<file path="src/rtl/quad_counter_fsm_pkg.sv">
// Shared quadrature decode types: phase-transition classes, Gray order and the decode function.
package rc_pkg;

  typedef enum logic [1:0] {
    HOLD  = 2'd0,
    UP    = 2'd1,
    DOWN  = 2'd2,
    ERROR = 2'd3
  } quad_state_t;

  // Forward Gray order on {B,A}: 00 -> 01 -> 11 -> 10 -> 00
  localparam logic [1:0] GRAY_S0 = 2'b00;
  localparam logic [1:0] GRAY_S1 = 2'b01;
  localparam logic [1:0] GRAY_S2 = 2'b11;
  localparam logic [1:0] GRAY_S3 = 2'b10;

  function automatic logic [1:0] gray_next(input logic [1:0] p);
    logic [1:0] n;
    case (p)
      GRAY_S0: n = GRAY_S1;
      GRAY_S1: n = GRAY_S2;
      GRAY_S2: n = GRAY_S3;
      default: n = GRAY_S0;
    endcase
    return n;
  endfunction

  function automatic quad_state_t quad_decode(input logic [1:0] prev, input logic [1:0] cur);
    quad_state_t s;
    if (cur == prev)                 s = HOLD;
    else if (cur == gray_next(prev)) s = UP;
    else if (prev == gray_next(cur)) s = DOWN;
    else                             s = ERROR;
    return s;
  endfunction

endpackage

</file>
<file path="src/rtl/quad_counter_fsm_sync.sv">
// Generic resettable flop-chain synchroniser; o_q lags i_d by STAGES edges.
module quad_sync #(
  parameter int WIDTH  = 2,
  parameter int STAGES = 2
) (
  input  logic             clk,
  input  logic             rst,
  input  logic [WIDTH-1:0] i_d,
  output logic [WIDTH-1:0] o_q
);

  logic [WIDTH-1:0] r_stage [STAGES];

  generate
    for (genvar gi = 0; gi < STAGES; gi++) begin : g_stage
      logic [WIDTH-1:0] w_d;
      if (gi == 0) begin : g_first
        assign w_d = i_d;
      end else begin : g_rest
        assign w_d = r_stage[gi-1];
      end
      always_ff @(posedge clk) begin
        if (rst) r_stage[gi] <= '0;
        else     r_stage[gi] <= w_d;
      end
    end
  endgenerate

  assign o_q = r_stage[STAGES-1];

endmodule

</file>
<file path="src/rtl/quad_counter_fsm.sv">
// Quadrature decoder with up/down position counter (wrap or saturate) and error tracking.
module quad_counter_fsm
  import rc_pkg::*;
#(
  parameter int CNT_W       = 16,
  parameter int SYNC_STAGES = 2,
  parameter int SAT_MODE    = 0,
  parameter int ERRCNT_W    = 8
) (
  input  logic                clk,
  input  logic                rst,
  input  logic [1:0]          quad_ctl,
  input  logic                cnt_load,
  input  logic [CNT_W-1:0]    cnt_load_val,
  input  logic                err_clr,
  output logic                enable,
  output logic                up_down,
  output logic                error,
  output logic                err_sticky,
  output logic [ERRCNT_W-1:0] err_count,
  output logic [CNT_W-1:0]    count,
  output quad_state_t         state
);

  localparam logic [CNT_W-1:0]    CNT_ONE = CNT_W'(1);
  localparam logic [ERRCNT_W-1:0] ERR_ONE = ERRCNT_W'(1);

  logic [1:0]          w_sync_phase;
  logic [1:0]          r_prev_phase;
  logic                r_prime;
  logic [CNT_W-1:0]    r_count,     w_count_next;
  logic [ERRCNT_W-1:0] r_err_count, w_err_count_next;
  logic                r_enable,    w_enable_next;
  logic                r_up_down,   w_up_down_next;
  logic                r_error,     w_error_next;
  logic                r_err_sticky, w_err_sticky_next;
  quad_state_t         r_state,     w_state_next;
  quad_state_t         w_dec;

  quad_sync #(.WIDTH(2), .STAGES(SYNC_STAGES)) u_sync (
    .clk (clk),
    .rst (rst),
    .i_d (quad_ctl),
    .o_q (w_sync_phase)
  );

  always_comb begin
    w_dec             = quad_decode(r_prev_phase, w_sync_phase);
    w_state_next      = HOLD;
    w_enable_next     = 1'b0;
    w_up_down_next    = r_up_down;
    w_error_next      = 1'b0;
    w_count_next      = r_count;
    w_err_sticky_next = r_err_sticky;
    w_err_count_next  = r_err_count;

    // Clear first so a coincident error still leaves one recorded event
    if (err_clr) begin
      w_err_sticky_next = 1'b0;
      w_err_count_next  = '0;
    end

    if (!r_prime) begin
      w_state_next = w_dec;
      case (w_dec)
        UP: begin
          w_enable_next  = 1'b1;
          w_up_down_next = 1'b1;
          if (!(SAT_MODE != 0 && r_count == '1)) w_count_next = r_count + CNT_ONE;
        end
        DOWN: begin
          w_enable_next  = 1'b1;
          w_up_down_next = 1'b0;
          if (!(SAT_MODE != 0 && r_count == '0)) w_count_next = r_count - CNT_ONE;
        end
        ERROR: begin
          w_error_next      = 1'b1;
          w_err_sticky_next = 1'b1;
          if (w_err_count_next != '1) w_err_count_next = w_err_count_next + ERR_ONE;
        end
        default: ;
      endcase
    end

    if (cnt_load) w_count_next = cnt_load_val;
  end

  always_ff @(posedge clk) begin
    if (rst) begin
      r_prime      <= 1'b1;
      r_prev_phase <= '0;
      r_count      <= '0;
      r_err_count  <= '0;
      r_enable     <= 1'b0;
      r_up_down    <= 1'b0;
      r_error      <= 1'b0;
      r_err_sticky <= 1'b0;
      r_state      <= HOLD;
    end else begin
      r_prime      <= 1'b0;
      r_prev_phase <= w_sync_phase;
      r_count      <= w_count_next;
      r_err_count  <= w_err_count_next;
      r_enable     <= w_enable_next;
      r_up_down    <= w_up_down_next;
      r_error      <= w_error_next;
      r_err_sticky <= w_err_sticky_next;
      r_state      <= w_state_next;
    end
  end

  assign enable     = r_enable;
  assign up_down    = r_up_down;
  assign error      = r_error;
  assign err_sticky = r_err_sticky;
  assign err_count  = r_err_count;
  assign count      = r_count;
  assign state      = r_state;

endmodule

</file>
<file path="config.mk">
export PLATFORM = sky130hd
export DESIGN_NAME = quad_counter_fsm
export DESIGN_NICKNAME = d
export VERILOG_FILES = /design/src/rtl/quad_counter_fsm_pkg.sv /design/src/rtl/quad_counter_fsm_sync.sv /design/src/rtl/quad_counter_fsm.sv
export SDC_FILE = /design/constraint.sdc
export NUM_CORES = 1
export LEC_CHECK = 0
export CAP_MARGIN = 20
export CORE_UTILIZATION = 46
export CTS_BUF_LIST = sky130_fd_sc_hd__clkbuf_4 sky130_fd_sc_hd__clkbuf_8 sky130_fd_sc_hd__clkbuf_16
export CTS_CLUSTER_SIZE = 8
export DETAILED_ROUTE_END_ITERATION = 10
export PLACE_DENSITY = 0.88
export SLEW_MARGIN = 30
export SYNTH_ARGS = -nofsm -noshare
export SYNTH_HDL_FRONTEND = slang
export SYNTH_SLANG_ARGS = --single-unit
</file>
<file path="constraint.sdc">
create_clock -name clk -period 3.15 [get_ports clk]
set_clock_uncertainty 0.1 [all_clocks]
set_input_delay 0.315 -clock clk [delete_from_list [all_inputs] [get_ports clk]]
set_output_delay 0.315 -clock clk [all_outputs]
set_load 0.02 [all_outputs]
</file>
==> flow_summary.ini, run 1 <==
[floorplan]
core_area_sq_um = 4790
ioPinCount = 52
initial_core_util = 0.484
core.rowCount = 25
fp.dieH_microns = 72.9
die_area_sq_um = 5320
die_w_microns = 72.9

[finish]
final_cell_area_sq_um = 3080
antenna-diode-count = 0
drive_gt1_frac = 0.116
nNetsFinal = 377
nFillCells = 391
fin_cells = 403
area_growth_pct = 32.9
seqCellArea_sq_um = 742
multi_input_area_sq_um = 1490

[yosys]
synth_compound_area_frac = 0.236
ys_ff_latch = 37
synth_warnings = 0
yosysTopAreaCell = dfxtp_1
synth_top_family_by_area = compound AO/OA/AOI/OAI gates
synth_common_cells = dfxtp_1, a21oi_1, nor2_1, nand2_1, ha_1
synth.distinct_cells = 46
yosys.area_share.simple = 0.210
yosysMostFrequentCell = dfxtp_1
synthAdderAreaFrac = 0.106
netlist.area_leader.share = 0.320
ys_top_cells_by_area = dfxtp_1, ha_1, a21oi_1
synth_edf_count = 0
muxShareOfSynthArea = 0.0216
seq_area_frac_synth = 0.320
synth_xor_area_frac = 0.0605
netlist_area_sq_um = 2310
syn_nets = 318
netlist_instances = 277
synth-main-ff-cell = dfxtp_1
async_flop_share = 0
synth_area_per_cell_sq_um = 8.36

[route]
ant_nets = 0
dr.pass1.iters = 4
drtIter0Drc = 95
routedWlPerCell_microns = 13.3
vias = 2208
drc = 0
wl_microns = 5370
via_per_inst = 5.48

[clock_network]
cts.sinks = 37
cts_setup_buffers = 0
clkSlewWorstSetupHoldPaths_ns = 0.08
cts_htree_levels = 2
numCtsBuffers = 5
clk-insertion-delay-late_ns = 0.29
cts_tree = built
clk_path_buf_depth = 2
root_buffer = clkbuf_8

[global_routing]
first_global_vias = 2043
grt.total_usage = 0.206
grt_max_degree = 23
grt_pass1_wl_microns = 8690
grt-ovfl-total = 0
antenna_found_initial = 0

[critical_path]
cpMaxStageDelayCell = fa_1
start_kind = flip-flop
cpMostUsedCell = a211oi_2
worstPathMaxFanout = 12
r2r-start = r_prev_phase[1]
crit_chain = nor2_1 > nor3_1 > a21oi_1 > inv_1 > ha_4 > fa_1 > a21oi_2 > o21ai_1 > a211oi_2 > nor3_2 > a311oi_2 > xor2_1 > a211oi_2
crit_type = flip-flop to flip-flop
cp-end-kind = flip-flop
ff2ff_setup_slack_ns = 0.11
cp_top_family = compound AO/OA/AOI/OAI gates
path_buf_inv = 1
r2r_end = count[14]
ff2ff_path_depth = 13
arrival_ns = 3.09
slowest_delay_ns = 0.43
critPathRequiredTime_ns = 3.20

[placed_design]
post-place-cells = 396
portBuffers = 51
dp_hpwl_microns = 3930
placed_cell_area_sq_um = 2960
gp_congestion = 0.855
pre_cts_slack_ns = -0.155

[power]
ir_drop_v = 0.000270
leakagePower_nw = 1.22
p_per_area_nw_per_um2 = 389
power_mw = 1.20

[sta]
min_period_over_period = 0.965
worst_pin_slew_ns = 0.804
setup_slack_ns = 0.109
hold_violations = 0
setup_viol = 0
finalCriticalPeriod_ns = 3.04
slew_headroom = 0.462
drv_slew = 0
fmax_mhz = 329

[hold_path]
min_path_cells = 1
hold_path_class = flip-flop to flip-flop
min_to = u_sync.r_stage[1][1]
hp-start = u_sync.r_stage[0][1]

[flow_run]
maxCapViolCount = 0

[run_status]
outcome = finished, final reports clean
-- stage by stage --
stage / TNS [ns] / hold slack, ns / util
floorplan: 0 / 0.243 / -
finish: 0 / 0.342 / 0.643
detailed placement: -0.274 / 0.325 / 0.619
global route: -0.0237 / 0.359 / 0.643
CTS: 0 / 0.342 / 0.640
global placement: 0 / 0.319 / 0.619
-- registers in the layout, indices dropped and copies added, names as in the netlist --
name	count
u_sync.r_stage	4
up_down	1
error	1
r_prev_phase	2
err_count	8
err_sticky	1
state	2
enable	1
r_prime	1
count	16
-- power breakdown --
| part | internal, mW | leakage [nW] | switching (mW) | total (mW) |
|---|---|---|---|---|
| combinational | 0.160 | 0.868 | 0.181 | 0.340 |
| clock | 0.173 | 0.0433 | 0.172 | 0.345 |
| sequential | 0.491 | 0.304 | 0.0208 | 0.512 |
| total | 0.824 | 1.22 | 0.373 | 1.20 |
-- what timing repair did --
item                       4_1_cts  5_1_grt
hold buffers                     0        0
setup endpoints to repair        8        7
gates resized for setup          2        4
pin swaps                        0        1
-- layout by cell type (no fill, tap or decap), types with 3 or more instances in the layout --
cell	instances
a211oi_1	5
a21oi_1	30
a21oi_2	3
a221oi_1	6
and3_1	4
buf_4	15
clkbuf_8	6
clkdlybuf4s50_1	51
dfxtp_1	36
ha_1	17
inv_1	12
mux2i_1	5
nand2_1	23
nand2b_1	5
nand3_1	4
nand4_1	3
nor2_1	27
nor2b_1	15
nor3_1	12
o21ai_0	7
o31ai_1	3
xnor2_1	10
xor2_1	6
-- per-layer routing --
metal	wire length (microns)	vias to the layer above	share of wire	GRT usage
met1	2470	1033	0.46	0.260
met5	0	-	0	0
li1	-	1103	-	-
met4	60	0	0.011	0.0654
met3	281	5	0.052	0.0470
met2	2550	67	0.48	0.349
-- logic make-up (layout without fill, tap and decap cells) --
kind of cell / count (synthesis) / after routing
buffers and inverters: 26 / 85
multiplexers: 5 / 5
AO/OA/AOI/OAI: 75 / 75
XOR/XNOR: 16 / 16
flip-flops: 37 / 37
adder cells (fa/ha/maj): 19 / 19
AND/OR/NAND/NOR: 99 / 99
-- layout make-up --
type	instances	area share
repair buffers	66	0.203
flip-flops and latches	37	0.241
multi-input cells	214	0.485
clock buffers	6	0.0268
inverters	12	0.0146
well taps	67	0.0272
clock inverters	1	0.00244
-- worst max path at each step --
stage	cells past startpoint	startpoint	to	slack [ns]
global route	13	r_prev_phase[1]	count[14]	-0.02
CTS	12	r_prev_phase[1]	count[14]	0.02
floorplan	13	r_prev_phase[1]	count[14]	0.09
global placement	13	r_prev_phase[1]	count[14]	0.07
detailed placement	12	r_prev_phase[1]	count[14]	-0.15
finish	13	r_prev_phase[1]	count[14]	0.11
(Power assumes the default switching activity.)
==> run 2: changes to the inputs <==
--- a/config.mk
+++ b/config.mk
@@ -10,7 +10,8 @@
 export CTS_BUF_LIST = sky130_fd_sc_hd__clkbuf_4 sky130_fd_sc_hd__clkbuf_8 sky130_fd_sc_hd__clkbuf_16
 export CTS_CLUSTER_SIZE = 8
 export DETAILED_ROUTE_END_ITERATION = 10
-export PLACE_DENSITY = 0.88
+export MAX_ROUTING_LAYER = met4
+export PLACE_DENSITY = 0.84
 export SLEW_MARGIN = 30
 export SYNTH_ARGS = -nofsm -noshare
 export SYNTH_HDL_FRONTEND = slang
==> flow_summary.ini, run 2 (synthesis gave the netlist of run 1 again) <==
[flow_run]
maxCapViolCount = 0

[critical_path]
ff2ff_path_depth = 14
cp-end-kind = flip-flop
start_kind = flip-flop
arrival_ns = 3.11
critPathRequiredTime_ns = 3.24
worstPathMaxFanout = 8
r2r-start = r_prev_phase[1]
crit_type = flip-flop to flip-flop
ff2ff_setup_slack_ns = 0.13
r2r_end = count[15]

[sta]
slew_headroom = 0.608
setup_viol = 0
tns_ns = 0
min_period_over_period = 0.959
hold_violations = 0
worst_pin_slew_ns = 0.586
drv_slew = 0
finalCriticalPeriod_ns = 3.02
fmax_mhz = 331

[global_routing]
grt.total_usage = 0.226
grt_pass1_wl_microns = 9140
antenna_found_initial = 0
grt_max_degree = 26
grt-ovfl-total = 0
first_global_vias = 2075

[clock_network]
cts_tree = built
clk-insertion-delay-late_ns = 0.29
hold_buffers = 0
root_buffer = clkbuf_8
cts_htree_levels = 2
cts.sinks = 37
numCtsBuffers = 5
clk_path_buf_depth = 2
clkSlewWorstSetupHoldPaths_ns = 0.08

[route]
dr.pass1.iters = 4
via_per_inst = 5.50
drtIter0Drc = 142
routedWlPerCell_microns = 13.8
wl_microns = 5660
ant_nets = 0
vias = 2250
drc = 0

[floorplan]
die_w_microns = 72.9
core_area_sq_um = 4790
ioPinCount = 52
fp.dieH_microns = 72.9
core.rowCount = 25
die_area_sq_um = 5320
initial_core_util = 0.484

[finish]
fin_util = 0.667
largest_reg_flops = 16
nNetsFinal = 382
antenna-diode-count = 0
final_cell_area_sq_um = 3190
drive_gt1_frac = 0.158
most-common-layout-cells = clkdlybuf4s50_1, dfxtp_1, a21oi_1, nor2_1, nand2_1
final_common_cell = clkdlybuf4s50_1
area_growth_pct = 38.0

[placed_design]
dp_hpwl_microns = 4020
placed_cell_area_sq_um = 2980
gp_congestion = 0.875
portBuffers = 51

[power]
ir_drop_v = 0.000346
power_mw = 1.38
p_per_area_nw_per_um2 = 431
leakagePower_nw = 1.26

[hold_path]
hp-start = u_sync.r_stage[0][0]
min_to = u_sync.r_stage[1][0]
hold_path_class = flip-flop to flip-flop
min_path_cells = 1

[run_status]
outcome = finished, final reports clean
## run 2: critical path, stage by stage (launching register included)
cell and delay, ns:
dfxtp_4 0.38, nor2b_1 0.13, nor3_1 0.05, a21oi_1 0.17, inv_1 0.12, ha_4 0.22
clkbuf_4 0.18, ha_1 0.29, a21oi_2 0.17, o221ai_2 0.14, a31o_4 0.27, nand3_1 0.11
mux2i_1 0.28, mux2i_1 0.23, nand2_1 0.06
## run 2: layout make-up
class,instances,area [sq um]
fillers,371,1590
multi-input cells,214,1520
flip-flops and latches,37,744
repair buffers,71,661
well taps,67,83.8
clock buffers,5,68.8
clock inverters,3,68.8
inverters,12,45.0
## run 2: worst max path at each step
stage / start / to / slack (ns) / cells after the start
2_1_floorplan: r_prev_phase[1] / count[14] / 0.09 / 13
3_3_place_gp: r_prev_phase[1] / count[14] / 0.08 / 13
3_5_place_dp: r_prev_phase[1] / count[14] / -0.09 / 12
4_1_cts: r_prev_phase[1] / count[14] / 0.05 / 12
5_1_grt: r_prev_phase[1] / count[14] / -0.03 / 13
6_report: r_prev_phase[1] / count[15] / 0.13 / 14
## run 2: layer usage
layer  global-route usage  vias to the layer above  routed length, microns
met3               0.0511                       14                     297
met2                0.373                       68                    2780
met1                0.266                     1050                    2480
met5                    -                        -                       0
met4               0.0893                        0                     102
li1                     -                     1118                       -
## run 2: where the power goes
part	internal, mW	switching (mW)	total, mW
combinational	0.170	0.188	0.358
clock	0.319	0.188	0.507
sequential	0.490	0.0215	0.511
total	0.979	0.398	1.38
## run 2: what timing repair did
item	4_1_cts	5_1_grt
setup endpoints to repair	6	7
pin swaps	1	3
resized for setup	2	15
hold endpoints to repair	0	0
buffers inserted	0	2
## run 2: stage by stage
stage,setup slack (ns),std cells,hold slack [ns]
2_1_floorplan,0.0947,277,0.243
3_3_place_gp,0.0819,399,0.319
3_5_place_dp,-0.0854,399,0.334
4_1_cts,0.0496,407,0.352
5_1_grt,-0.0284,409,0.367
6_report,0.129,409,0.347
==> run 3: changes to the inputs <==
--- a/config.mk
+++ b/config.mk
@@ -12,6 +12,7 @@
 export DETAILED_ROUTE_END_ITERATION = 10
 export MAX_ROUTING_LAYER = met4
 export PLACE_DENSITY = 0.84
+export RECOVER_POWER = 50
 export SLEW_MARGIN = 30
 export SYNTH_ARGS = -nofsm -noshare
 export SYNTH_HDL_FRONTEND = slang
==> constraint.sdc (replaced) <==
create_clock -name clk -period 3.15 [get_ports clk]
set_clock_uncertainty 0.1 [all_clocks]
set_input_delay 0.315 -clock clk [delete_from_list [all_inputs] [get_ports clk]]
set_output_delay 0.315 -clock clk [all_outputs]
set_load 0.05 [all_outputs]
==> flow_summary.ini, run 3 (synthesis gave the netlist of run 1 again) <==
[floorplan]
core_area_sq_um = 4790
ioPinCount = 52
core.rowCount = 25
die_w_microns = 72.9
initial_core_util = 0.484
fp.dieH_microns = 72.9
die_area_sq_um = 5320

[critical_path]
cp-end-kind = flip-flop
r2r-start = r_prev_phase[1]
worstPathMaxFanout = 8
r2r_end = count[15]
critPathRequiredTime_ns = 3.29
ff2ff_setup_slack_ns = 0.14
start_kind = flip-flop
ff2ff_path_depth = 15
arrival_ns = 3.15
crit_type = flip-flop to flip-flop

[global_routing]
use_met2 = 0.373
grt.total_usage = 0.226
antenna_found_initial = 0
use_met3 = 0.0511
grt-ovfl-total = 0
grt_max_degree = 26
grt_pass1_wl_microns = 9140
first_global_vias = 2075
top_usage_layer = met2
use_met1 = 0.266

[finish]
final_cell_area_sq_um = 3190
largest_reg_flops = 16
fin_cells = 409
final_common_cell = clkdlybuf4s50_1
drive_gt1_frac = 0.155
area_growth_pct = 37.8
antenna-diode-count = 0
most-common-layout-cells = clkdlybuf4s50_1, dfxtp_1, a21oi_1, nor2_1, nand2_1
nNetsFinal = 382
nFillCells = 370

[route]
vias = 2236
wl_microns = 5640
drtIter0Drc = 127
ant_nets = 0
via_per_inst = 5.47
dr.pass1.iters = 4
routedWlPerCell_microns = 13.8
drc = 0

[power]
ir_drop_v = 0.000364
p_per_area_nw_per_um2 = 443
leakagePower_nw = 1.26
power_mw = 1.41

[hold_path]
min_to = u_sync.r_stage[1][0]
min_path_cells = 1
hold_path_class = flip-flop to flip-flop
hp-start = u_sync.r_stage[0][0]

[sta]
min_period_over_period = 0.956
fmax_mhz = 332
setup_viol = 0
slew_headroom = 0.312
drv_slew = 0
hold_violations = 0
worst_pin_slew_ns = 1.03
finalCriticalPeriod_ns = 3.01

[clock_network]
cts_htree_levels = 2
cts_tree = built
clk_path_buf_depth = 2
cts.sinks = 37
numCtsBuffers = 5
clkSlewWorstSetupHoldPaths_ns = 0.08
hold_buffers = 0
root_buffer = clkbuf_8
clk-insertion-delay-late_ns = 0.29

[run_status]
outcome = finished, final reports clean

[flow_run]
maxCapViolCount = 0

[placed_design]
portBuffers = 51
placed_cell_area_sq_um = 2980
post-place-cells = 399
dp_hpwl_microns = 4020
gp_congestion = 0.875
run 3: cell count changes in the layout (fill, tap and decap cells not counted):
cell,before,now
clkdlybuf4s50_1,51,48
clkbuf_1,0,1
dlygate4sd3_1,0,3
buf_4,19,18
run 3: routing by layer:
metal	share of wire	routed length, microns
met1	0.43	2440
met2	0.49	2780
met3	0.056	318
met5	0	0
met4	0.018	102
run 3: through the flow:
stage	util	setup slack [ns]	hold WS, ns	setup TNS, ns
final	0.667	0.138	0.347	0
after global routing	0.667	-0.0270	0.367	-0.0711
after CTS	0.653	0.0496	0.352	0
after detailed placement	0.623	-0.0854	0.334	-0.216
after global placement	0.623	0.0819	0.319	0
after floorplan	-	0.0948	0.243	0
run 3: how the worst max path moves through the flow:
stage                    startpoint         to  slack, ns  cells after the start
floorplan           r_prev_phase[1]  count[14]       0.09                     13
global placement    r_prev_phase[1]  count[14]       0.08                     13
detailed placement  r_prev_phase[1]  count[14]      -0.09                     12
CTS                 r_prev_phase[1]  count[14]       0.05                     12
global route        r_prev_phase[1]  count[11]      -0.03                     14
finish              r_prev_phase[1]  count[15]       0.14                     15
run 3: power breakdown:
part	internal, mW	leakage, nW	switching (mW)
combinational	0.169	0.891	0.230
clock	0.319	0.0687	0.185
sequential	0.490	0.304	0.0216
total	0.978	1.26	0.437
run 3: cell type report:
| class | count | area, sq um | share of cell area |
|---|---|---|---|
| inverters | 12 | 45.0 | 0.0141 |
| clock buffers | 5 | 68.8 | 0.0216 |
| repair buffers | 71 | 657 | 0.206 |
| flip-flops and latches | 37 | 744 | 0.233 |
| multi-input cells | 214 | 1520 | 0.477 |
| clock inverters | 3 | 68.8 | 0.0216 |
| well taps | 67 | 83.8 | 0.0263 |
run 3: worst max-delay path, stage by stage (launching register included):
cell and delay [ns]:
dfxtp_4 0.38, nor2b_1 0.13, nor3_1 0.05, a21oi_1 0.17, inv_1 0.12, ha_4 0.22, clkbuf_4 0.19, buf_4 0.15
ha_1 0.36, a21oi_2 0.21, o21ai_0 0.11, a21oi_1 0.17, o32ai_2 0.11, nor4b_1 0.28, mux2i_1 0.14, nand2_1 0.07
run 3: what timing repair did:
item                                    4_1_cts  5_1_grt
gates resized for setup                       2       15
endpoints found under the setup margin        6        7
setup buffers                                 0        2
pin swaps                                     1        3
